**config.mk**
```make
export PLATFORM = sky130hd
export DESIGN_NAME = lbus_target_sm_flat
export DESIGN_NICKNAME = d
export VERILOG_FILES = /design/src/rtl/lbus_target_sm_if.sv /design/src/rtl/lbus_target_sm.sv /design/src/flat_wrapper.sv
export SDC_FILE = /design/constraint.sdc
export NUM_CORES = 1
export LEC_CHECK = 0
export ABC_CLOCK_PERIOD_IN_PS = 2850
export BUFFER_PORTS_ARGS = -buffer_cell sky130_fd_sc_hd__buf_2
export CAP_MARGIN = 5
export CORE_MARGIN = 2
export CORE_UTILIZATION = 40
export DETAILED_ROUTE_END_ITERATION = 8
export GPL_ROUTABILITY_DRIVEN = 0
export MAX_ROUTING_LAYER = met4
export PLACE_DENSITY = 0.65
export SLEW_MARGIN = 20
export SYNTH_ARGS = -nofsm -noshare
export SYNTH_HDL_FRONTEND = slang
export SYNTH_SLANG_ARGS = --single-unit
```
**constraint.sdc**
```tcl
create_clock -name CLK40 -period 2.85 [get_ports CLK40]
set_input_delay 0.1425 -clock CLK40 [delete_from_list [all_inputs] [get_ports CLK40]]
set_output_delay 0.1425 -clock CLK40 [all_outputs]
set_load 0.01 [all_outputs]
```
**src/rtl/lbus_target_sm_if.sv**
```systemverilog
// Local-bus target interface: initiator-side transfer attributes, termination
// outputs and the request/acknowledge handshake to the peripheral backend.
//   slave  : the target state machine (decodes the transfer, drives termination)
//   master : the initiator plus backend side (starts transfers, answers requests)
interface lbus_target_sm_if;
  logic       TSn;
  logic       SEL;
  logic       RnW;
  logic [1:0] SIZ;
  logic [1:0] A;
  logic       PORT16;
  logic       PORTSIZE;
  logic       TERM_OE;
  logic       TACKn;
  logic       TEAn;
  logic       TBIn;
  logic       DEV_REQ;
  logic       DEV_WE;
  logic [3:0] DEV_BE;
  logic [1:0] DEV_BEAT;
  logic       DEV_ACK;
  logic       DEV_RETRY;
  logic       DEV_ERR;

  modport slave (
    input  TSn, SEL, RnW, SIZ, A, PORT16, DEV_ACK, DEV_RETRY, DEV_ERR,
    output PORTSIZE, TERM_OE, TACKn, TEAn, TBIn,
           DEV_REQ, DEV_WE, DEV_BE, DEV_BEAT
  );

  modport master (
    output TSn, SEL, RnW, SIZ, A, PORT16, DEV_ACK, DEV_RETRY, DEV_ERR,
    input  PORTSIZE, TERM_OE, TACKn, TEAn, TBIn,
           DEV_REQ, DEV_WE, DEV_BE, DEV_BEAT
  );
endinterface

```
**src/rtl/lbus_target_sm.sv**
```systemverilog
// Local-bus target cycle state machine. Decodes a transfer start, reports the
// port size, generates byte enables and line-burst beat numbers, handshakes
// with the backend and drives the {TACKn, TEAn, TBIn} termination.
//   TIMEOUT : backend response limit per beat in CLK40 cycles (1..255)
//   CLK40   : local bus clock, rising edge
//   RESETn  : asynchronous active-low reset
//   bus     : lbus_target_sm_if.slave (transfer attributes, termination,
//             backend request/response)
module lbus_target_sm #(
  parameter int unsigned TIMEOUT = 255
) (
  input  logic            CLK40,
  input  logic            RESETn,
  lbus_target_sm_if.slave bus
);

  typedef enum logic [1:0] {IDLE, REQ, TERM, RECOVER} state_t;

  localparam logic [7:0] LIMIT = 8'(TIMEOUT);

  state_t     state, state_nxt;
  logic [7:0] cnt;
  logic       first_q;   // first REQ cycle after the start: responses not sampled
  logic       we_q;
  logic [1:0] siz_q;
  logic       p16_q;
  logic [3:0] be_q;
  logic [1:0] beat_q;
  logic [1:0] term_q;    // {TACKn, TEAn} for the TERM cycle
  logic       tbi_q;
  logic       last_q;    // TERM ends the transfer (otherwise the burst continues)

  logic       start;
  logic [3:0] be_dec;
  logic       sample, timeout, hit, burst, final_beat;
  logic [1:0] code;

  assign start = !bus.TSn && bus.SEL;

  always_comb begin : be_decode
    be_dec = '0;
    if (!bus.PORT16) begin
      case (bus.SIZ)
        2'b01:   be_dec = 4'b1000 >> bus.A;
        2'b10:   be_dec = bus.A[1] ? 4'b0011 : 4'b1100;
        default: be_dec = '1;
      endcase
    end else begin
      case (bus.SIZ)
        2'b01:   be_dec = bus.A[0] ? 4'b0100 : 4'b1000;
        default: be_dec = 4'b1100;
      endcase
    end
  end

  always_comb begin : response
    sample  = (state == REQ) && !first_q;
    timeout = (state == REQ) && (cnt == LIMIT);
    hit     = (sample && (bus.DEV_ERR || bus.DEV_RETRY || bus.DEV_ACK)) || timeout;
    if (sample && bus.DEV_ERR)        code = 2'b10;
    else if (sample && bus.DEV_RETRY) code = 2'b00;
    else if (timeout)                 code = 2'b10;
    else                              code = 2'b01;
    burst      = (siz_q == 2'b11) && !p16_q;
    final_beat = !((code == 2'b01) && burst && (beat_q != 2'b11));
  end

  always_ff @(posedge CLK40 or negedge RESETn) begin : state_reg
    if (!RESETn) state <= IDLE;
    else         state <= state_nxt;
  end

  always_comb begin : next_state
    state_nxt = state;
    case (state)
      IDLE:    if (start) state_nxt = REQ;
      REQ:     if (hit) state_nxt = TERM;
      TERM:    state_nxt = last_q ? RECOVER : REQ;
      RECOVER: state_nxt = IDLE;
      default: state_nxt = IDLE;
    endcase
  end

  always_ff @(posedge CLK40 or negedge RESETn) begin : datapath
    if (!RESETn) begin
      cnt     <= '0;
      first_q <= 1'b0;
      we_q    <= 1'b0;
      siz_q   <= '0;
      p16_q   <= 1'b0;
      be_q    <= '0;
      beat_q  <= '0;
      term_q  <= '1;
      tbi_q   <= 1'b1;
      last_q  <= 1'b1;
    end else begin
      case (state)
        IDLE: if (start) begin
          we_q    <= !bus.RnW;
          siz_q   <= bus.SIZ;
          p16_q   <= bus.PORT16;
          be_q    <= be_dec;
          beat_q  <= '0;
          cnt     <= '0;
          first_q <= 1'b1;
        end
        REQ: begin
          cnt     <= cnt + 8'd1;
          first_q <= 1'b0;
          if (hit) begin
            term_q <= code;
            last_q <= final_beat;
            // A 16-bit port inhibits the line burst on its only acknowledge.
            tbi_q  <= !((code == 2'b01) && (siz_q == 2'b11) && p16_q);
          end
        end
        TERM: if (!last_q) begin
          beat_q <= beat_q + 2'd1;
          cnt    <= '0;
        end
        default: ;
      endcase
    end
  end

  always_comb begin : outputs
    bus.PORTSIZE = bus.SEL && bus.PORT16;
    bus.TERM_OE  = (state != IDLE);
    bus.TACKn    = (state == TERM) ? term_q[1] : 1'b1;
    bus.TEAn     = (state == TERM) ? term_q[0] : 1'b1;
    bus.TBIn     = (state == TERM) ? tbi_q : 1'b1;
    // Request stays up through the TERM cycles between burst beats.
    bus.DEV_REQ  = (state == REQ) || ((state == TERM) && !last_q);
    bus.DEV_WE   = we_q;
    bus.DEV_BE   = be_q;
    bus.DEV_BEAT = beat_q;
  end

endmodule
```
**src/flat_wrapper.sv**
```systemverilog
// flat-port wrapper written by rule: the top's interface ports become plain ports
module lbus_target_sm_flat 
#(
  parameter int unsigned TIMEOUT = 255
)
  (CLK40, RESETn, bus_TSn, bus_SEL, bus_RnW, bus_SIZ, bus_A, bus_PORT16, bus_DEV_ACK, bus_DEV_RETRY, bus_DEV_ERR, bus_PORTSIZE, bus_TERM_OE, bus_TACKn, bus_TEAn, bus_TBIn, bus_DEV_REQ, bus_DEV_WE, bus_DEV_BE, bus_DEV_BEAT);
  lbus_target_sm_if bus_i ();
  input  logic CLK40;
  input  logic RESETn;
  input wire logic [$bits(bus_i.TSn)-1:0] bus_TSn;
  input wire logic [$bits(bus_i.SEL)-1:0] bus_SEL;
  input wire logic [$bits(bus_i.RnW)-1:0] bus_RnW;
  input wire logic [$bits(bus_i.SIZ)-1:0] bus_SIZ;
  input wire logic [$bits(bus_i.A)-1:0] bus_A;
  input wire logic [$bits(bus_i.PORT16)-1:0] bus_PORT16;
  input wire logic [$bits(bus_i.DEV_ACK)-1:0] bus_DEV_ACK;
  input wire logic [$bits(bus_i.DEV_RETRY)-1:0] bus_DEV_RETRY;
  input wire logic [$bits(bus_i.DEV_ERR)-1:0] bus_DEV_ERR;
  output wire logic [$bits(bus_i.PORTSIZE)-1:0] bus_PORTSIZE;
  output wire logic [$bits(bus_i.TERM_OE)-1:0] bus_TERM_OE;
  output wire logic [$bits(bus_i.TACKn)-1:0] bus_TACKn;
  output wire logic [$bits(bus_i.TEAn)-1:0] bus_TEAn;
  output wire logic [$bits(bus_i.TBIn)-1:0] bus_TBIn;
  output wire logic [$bits(bus_i.DEV_REQ)-1:0] bus_DEV_REQ;
  output wire logic [$bits(bus_i.DEV_WE)-1:0] bus_DEV_WE;
  output wire logic [$bits(bus_i.DEV_BE)-1:0] bus_DEV_BE;
  output wire logic [$bits(bus_i.DEV_BEAT)-1:0] bus_DEV_BEAT;
  assign bus_i.TSn = bus_TSn;
  assign bus_i.SEL = bus_SEL;
  assign bus_i.RnW = bus_RnW;
  assign bus_i.SIZ = bus_SIZ;
  assign bus_i.A = bus_A;
  assign bus_i.PORT16 = bus_PORT16;
  assign bus_i.DEV_ACK = bus_DEV_ACK;
  assign bus_i.DEV_RETRY = bus_DEV_RETRY;
  assign bus_i.DEV_ERR = bus_DEV_ERR;
  assign bus_PORTSIZE = bus_i.PORTSIZE;
  assign bus_TERM_OE = bus_i.TERM_OE;
  assign bus_TACKn = bus_i.TACKn;
  assign bus_TEAn = bus_i.TEAn;
  assign bus_TBIn = bus_i.TBIn;
  assign bus_DEV_REQ = bus_i.DEV_REQ;
  assign bus_DEV_WE = bus_i.DEV_WE;
  assign bus_DEV_BE = bus_i.DEV_BE;
  assign bus_DEV_BEAT = bus_i.DEV_BEAT;
  lbus_target_sm #(.TIMEOUT(TIMEOUT)) u_core (.CLK40(CLK40), .RESETn(RESETn), .bus(bus_i));
endmodule
```
==> results of run 1 <==
[power breakdown]
part | internal (mW) | total (mW) | switching, mW
Sequential | 0.492 | 0.607 | 0.115
Combinational | 0.237 | 0.520 | 0.283
Clock | 0.0548 | 0.157 | 0.103
[worst max path at each step]
| stage | start | endpoint | slack, ps | depth (start not counted) |
|---|---|---|---|---|
| final | u_core.state[0] | u_core.p16_q | 1110 | 3 |
| after global placement | u_core.state[0] | u_core.p16_q | 1170 | 3 |
| after detailed placement | u_core.state[0] | u_core.p16_q | 1110 | 3 |
| after global routing | u_core.state[0] | u_core.p16_q | 910 | 3 |
| after floorplan | u_core.cnt[0] | u_core.term_q[1] | 1300 | 5 |
| after CTS | u_core.state[0] | u_core.p16_q | 1090 | 3 |
[layout by cell type (no fill, tap or decap), types with 3 or more instances in the layout]
cell type	netlist	layout
buf_2	2	25
nor2b_1	3	3
and2_1	5	5
inv_1	3	3
nand2b_1	6	6
o21ai_0	11	11
dfstp_2	4	4
dfrtp_1	21	21
o21a_1	4	4
or3_1	3	3
clkbuf_4	0	3
nor2_1	6	6
a21o_1	4	4
ha_1	4	4
o31ai_1	8	8
nand2_1	19	19
[critical path, cell delays in order (launching register included)]
cell and delay, ps:
dfrtp_1 520, or2_1 260, nand2b_1 470, mux2_2 390
[kinds of logic (layout without fill, tap and decap cells)]
logic type	Yosys count	after routing	share of synthesized area, %
mux	1	1	0.8450
buf+inv	7	34	2.723
compound gates	43	43	22.54
simple gates	56	56	22.16
flops	25	25	47.32
fa+ha+maj	4	4	3.756
xor+xnor	1	1	0.6574
[final cells by class]
class                      count  share of cell area [%]
inverter                       3                  0.7341
timing repair buffer          27                   9.462
sequential                    25                   41.11
tap                           44                   3.589
multi-input combinational    105                   43.39
clock buffer                   4                   1.713
[per-layer routing]
layer  share of wire [%]  track usage [%]  vias up
met1                  46            20.85      498
met3                 3.0            3.934        4
met5                   0                -        -
met2                  50            27.97       23
li1                    -                -      543
met4                 1.1            5.167        0
==> reports/qor.csv, run 1 <==
stage,metric,value,unit
synth,Mapped Area,1333,sq um
grt,total grt overflow,0,
synth,Synth Register Bits,25,
clocking,worst-case clock buffer depth,2,
synth,Post-Syn Area per Cell,9.726,sq um
placed_design,HPWL Detailed,2.026,mm
routing,post-route ant nets,0,
critical_path,crit end category,register,
timing,RSZ-0062 raised after global routing,false,
floorplanning,die area,3809,sq um
floorplanning,Starting Density,42.94,%
clocking,Skew-Pair Late Insertion Delay,320,ps
synth,Synth cell types,41,
layout,ANT cells,0,
synth,most frequent cell after synthesis,dfrtp_1,
power_and_ir_drop,maximum vdd drop,0.4490,mV
synth,sequential share of the synthesized area,47.32,%
layout,# fillers,304,
routing,vias per cell,5.135,
synth,Syn Nets,154,
layout,Largest register FFs,8,
layout,Biggest register,u_core.cnt,
timing,Fin Setup TNS,0,ps
hold_path,Hold Path Stages,2,
hold_path,Hold Path Class,in -> reg,
timing,Slew headroom,62.55,%
synth,top-area cell type share of the netlist area,39.44,%
timing,Final WS setup,1109,ps
critical_path,Worst Path Max Fanout,15,
routing,DRC Markers,0,
critical_path,Crit path required time,3070,ps
routing,Via Count,1068,
synth,Syn Inst Count,137,
critical_path,Worst EP arrival,1960,ps
synth,leading area contributor after synthesis,dfrtp_1,
clocking,TritonCTS clock tree,done,
synth,Post-synth EDFFs,0,
layout,layout cells sized above 1,21.95,%
grt,first-pass GRT wire length,4.609,mm
timing,fin crit share,61.09,%
grt,vias in the first global route,1040,
routing,Routed WL,2.658,mm
timing,worst-margin pin slew,561.8,ps
clocking,TritonCTS buffer count,3,
placed_design,Placed Cells,202,
synth,ys async rst share,100.0,%
floorplanning,Die X,61.72,um
layout,# nets final,182,
clocking,CTS resizes,0,
floorplanning,Row Count,20,
run_status,status,completed,
placed_design,placement-stage cell area,1488,sq um
clocking,CTS clock-pin slew for the worst setup and hold paths,130,ps
timing,final setup fails,0,
grt,total track usage,17.00,%
timing,Fin. Hold Viols,0,
critical_path,path depth of the worst reg2reg path,3,
hold_path,WHS Endpoint,u_core.bus.DEV_BE[1],
placed_design,buffers added on ports,25,
timing,Slew Limit Fails,0,
timing,clock skew,5.454,ps
synth,Ys Warns,0,
grt,largest net degree at the start of global routing,26,
layout,multi-input combinational cell area,665.6,sq um
synth,commonest register cell after synthesis,dfrtp_1,
run,maxcap violations,0,
critical_path,startpoint types,register,
clocking,CTS root buf,clkbuf_4,
clocking,CTS sink cnt,25,
routing,number of DRC markers in iteration 0,28,
grt,initial antenna violation count,0,
clocking,# Post-CTS Setup Buffers,0,
critical_path,r2r setup slk,1110,ps
hold_path,min-delay src,bus_PORT16,
critical_path,Crit Path Class,reg -> reg,
layout,Reg area,630.6,sq um
timing,min cycle time layout,1741,ps
critical_path,reg2reg end,u_core.p16_q,
clocking,H-tree Lvls,1,
routing,Avg WL per Cell,12.78,um
timing,worst hold slack,79.24,ps
synth,synth top area cells,"dfrtp_1 39%, dfstp_2 7.9%, nand2_1 5.4%",
floorplanning,Die Y-Extent,61.72,um
timing,Max Freq,574.4,MHz
floorplanning,core area,3103,sq um
routing,First-pass DRT Iterations,4,
clocking,"Hold-fix buffers, CTS",2,
layout,Final Core Density,49.44,%
power_and_ir_drop,Pleak,0.6975,nW
layout,Finished Cell Area,1534,sq um
power_and_ir_drop,total power,1.285,mW
layout,Layout area overhead,15.12,%
layout,"non-filler cells, final",208,
power_and_ir_drop,Cell Pwr Density,837.6,nW/um^2
critical_path,RR Startpoint,u_core.state[0],
placed_design,dpl ws,1111,ps
floorplanning,Ports,26,
synth,top cell types by occurrence after synthesis,"21 x dfrtp_1, 19 x nand2_1, 11 x o21ai_0",
No activity file was read; power rests on OpenSTA's default activity.
==> run 2: changes to the inputs <==
- ABC_AREA: not set -> 1
- ABC_CLOCK_PERIOD_IN_PS: 2850 -> 1600
- PLACE_DENSITY: 0.65 -> 0.67
- clock period: 2.85 -> 1.6 ns (I/O delays scaled with it)
==> reports/qor.csv, run 2 <==
stage,metric,value,unit,change
timing,RSZ-0062 raised after global routing,false,,
clocking,TritonCTS clock tree,done,,
floorplanning,Die X,61.91,um,+0.31%
routing,DRC Markers,0,,unchanged
critical_path,Max stage delay on crit path,420,ps,-100 ps
clocking,# Post-CTS Setup Buffers,0,,unchanged
synth,most frequent cell after synthesis,nand2_1,,
routing,First-pass DRT Iterations,4,,unchanged
routing,vias per cell,4.621,,-10%
layout,Largest register FFs,8,,unchanged
layout,# nets final,225,,+24%
critical_path,Crit Path Class,reg -> out,,
grt,total grt overflow,0,,unchanged
timing,min cycle time layout,1474,ps,
grt,initial antenna violation count,0,,unchanged
timing,Slew headroom,63.49,%,+0.94 points
floorplanning,Starting Density,40.84,%,-2.1 points
timing,fin crit share,92.14,%,
routing,post-route ant nets,0,,unchanged
timing,Max Freq,678.3,MHz,
critical_path,Crit path required time,1520,ps,-1550 ps
clocking,CTS clock-pin slew for the worst setup and hold paths,150,ps,+20 ps
grt,vias in the first global route,1013,,-2.6%
synth,ys async rst share,100.0,%,unchanged
run,maxcap violations,0,,unchanged
synth,Synth Register Bits,25,,unchanged
synth,commonest register cell after synthesis,dfrtp_1,,
critical_path,CP cell instances,inv_2 -> nor2_2 -> inv_2 -> or2_2 -> buf_2,,
synth,top-area cell type share of the netlist area,39.18,%,-0.26 points
grt,largest net degree at the start of global routing,26,,unchanged
layout,Layout area overhead,19.40,%,
synth,top cell types by occurrence after synthesis,"49 x nand2_1, 25 x inv_1, 21 x dfrtp_1",,
clocking,TritonCTS buffer count,3,,unchanged
layout,"most common cell after layout, fill and taps aside",nand2_1,,
timing,worst-margin pin slew,547.7,ps,-14.06 ps
synth,Syn Inst Count,175,,+28%
critical_path,startpoint types,register,,
floorplanning,core area,3284,sq um,+5.8%
clocking,Skew-Pair Late Insertion Delay,330,ps,about the same
timing,Final WS setup,125.7,ps,-983.2 ps
layout,Final Core Density,48.76,%,-0.67 points
power_and_ir_drop,total power,2.373,mW,+85%
power_and_ir_drop,Cell Pwr Density,1481,nW/um^2,+77%
layout,"non-filler cells, final",253,,+22%
placed_design,placement-stage cell area,1519,sq um,+2.1%
synth,leading area contributor after synthesis,dfrtp_1,,
layout,Biggest register,u_core.cnt,,
synth,Syn Nets,192,,+25%
timing,Fin. Hold Viols,0,,unchanged
critical_path,Worst EP arrival,1390,ps,-570 ps
routing,number of DRC markers in iteration 0,80,,+190%
floorplanning,die area,3832,sq um,+0.62%
routing,Routed WL,2.593,mm,-2.4%
synth,Synth cell types,23,,-44%
layout,layout cells sized above 1,22.71,%,+0.75 points
placed_design,dpl ws,187.4,ps,-924.1 ps
grt,first-pass GRT wire length,4.353,mm,-5.6%
placed_design,Placed Cells,245,,+21%
floorplanning,Ports,26,,unchanged
power_and_ir_drop,maximum vdd drop,0.4097,mV,-8.8%
synth,Mapped Area,1341,sq um,+0.66%
grt,total track usage,15.67,%,-1.3 points
placed_design,HPWL Detailed,1.951,mm,-3.7%
run_status,status,completed,,
synth,sequential share of the synthesized area,47.01,%,-0.31 points
routing,Via Count,1169,,+9.5%
power_and_ir_drop,Pleak,0.8280,nW,+19%
critical_path,Worst Path Max Fanout,4,,-11
placed_design,buffers added on ports,25,,unchanged
timing,worst hold slack,29.74,ps,-49.50 ps
clocking,H-tree Lvls,1,,unchanged
timing,Slew Limit Fails,0,,unchanged
hold_path,Hold Path Class,in -> reg,,
timing,clock skew,16.29,ps,+10.83 ps
critical_path,CP max-delay cell,dfrtp_1,,
synth,Post-Syn Area per Cell,7.664,sq um,-21%
layout,ANT cells,0,,unchanged
synth,synth top area cells,"dfrtp_1 39%, nand2_1 14%, dfstp_2 7.8%",,
clocking,CTS root buf,clkbuf_4,,
synth,Ys Warns,0,,unchanged
clocking,CTS sink cnt,25,,unchanged
synth,Post-synth EDFFs,0,,unchanged
timing,Fin Setup TNS,0,ps,unchanged
floorplanning,Row Count,21,,+5.0%
layout,Finished Cell Area,1602,sq um,+4.4%
critical_path,CP dominant cell by count,inv_2,,
routing,Avg WL per Cell,10.25,um,-20%
layout,most frequent cells in the layout,"49 x nand2_1, 25 x buf_2, 23 x inv_1",,
critical_path,crit end category,output pin,,
floorplanning,Die Y-Extent,61.91,um,+0.31%
timing,final setup fails,0,,unchanged
clocking,worst-case clock buffer depth,2,,unchanged
-- run 2: cell types whose count changed in the layout (fill, tap and decap cells not counted), moves of 5 or more --
| cell | before | now |
|---|---|---|
| nand2_1 | 19 | 49 |
| nor2_1 | 6 | 17 |
| nand3_1 | 2 | 15 |
| nand2b_1 | 6 | 0 |
| inv_1 | 3 | 23 |
| and2_1 | 5 | 0 |
| o31ai_1 | 8 | 0 |
| o21ai_0 | 11 | 17 |
-- run 2: power breakdown --
group	total (mW)	leakage, nW	switching, mW	internal (mW)
Clock	0.294	0.0139	0.198	0.0955
Sequential	1.13	0.313	0.209	0.919
Combinational	0.951	0.501	0.590	0.361
-- run 2: final cells by class --
class                      count  area (sq um)
fill                         335          1683
clock inverter                 1         7.507
tap                           46         57.56
sequential                    25         630.6
inverter                      26         97.59
multi-input combinational    123         620.6
clock buffer                   3         22.52
timing repair buffer          29         165.2
-- run 2: worst max-delay path, delay by kind of cell, from the launching register on --
| family | cells | cell delay, ps |
|---|---|---|
| buf+inv | 3 | 270 |
| flops | 1 | 420 |
| simple gates | 2 | 390 |
-- run 2: repair_timing --
item | CTS | global route
hold buffers | 4 | 0
gates resized for setup | 0 | 5
hold endpoints to repair | 23 | 0
setup endpoints to repair | 0 | 5
-- run 2: per-layer routing --
metal | vias up | routed length, um | GRT usage [%]
met1 | 517 | 1313 | 21.42
li1 | 623 | - | -
met3 | 4 | 95 | 1.863
met5 | - | 0 | -
met4 | 0 | 44 | 6.383
met2 | 25 | 1140 | 23.61
-- run 2: kinds of logic (layout without fill, tap and decap cells) --
logic type / Yosys count / count (layout) / synth area share [%]
flops: 25 / 25 / 47.01
buf+inv: 27 / 59 / 7.649
compound gates: 22 / 22 / 9.143
simple gates: 95 / 95 / 31.16
fa+ha+maj: 4 / 4 / 3.731
xor+xnor: 2 / 2 / 1.306
-- run 2: worst paths after layout --
path,start,end,slack [ps],depth (start not counted)
worst max-delay path,u_core.state[1],bus_TBIn,130,5
worst min-delay path,bus_SIZ[1],u_core.siz_q[1],30,3
worst max register to register,u_core.state[0],u_core.bus.DEV_BE[0],200,5
worst min register to register,u_core.term_q[1],u_core.term_q[1],490,2
max in group asynchronous,RESETn,u_core.cnt[3],980,2
min in group asynchronous,RESETn,u_core.bus.DEV_BEAT[1],250,2
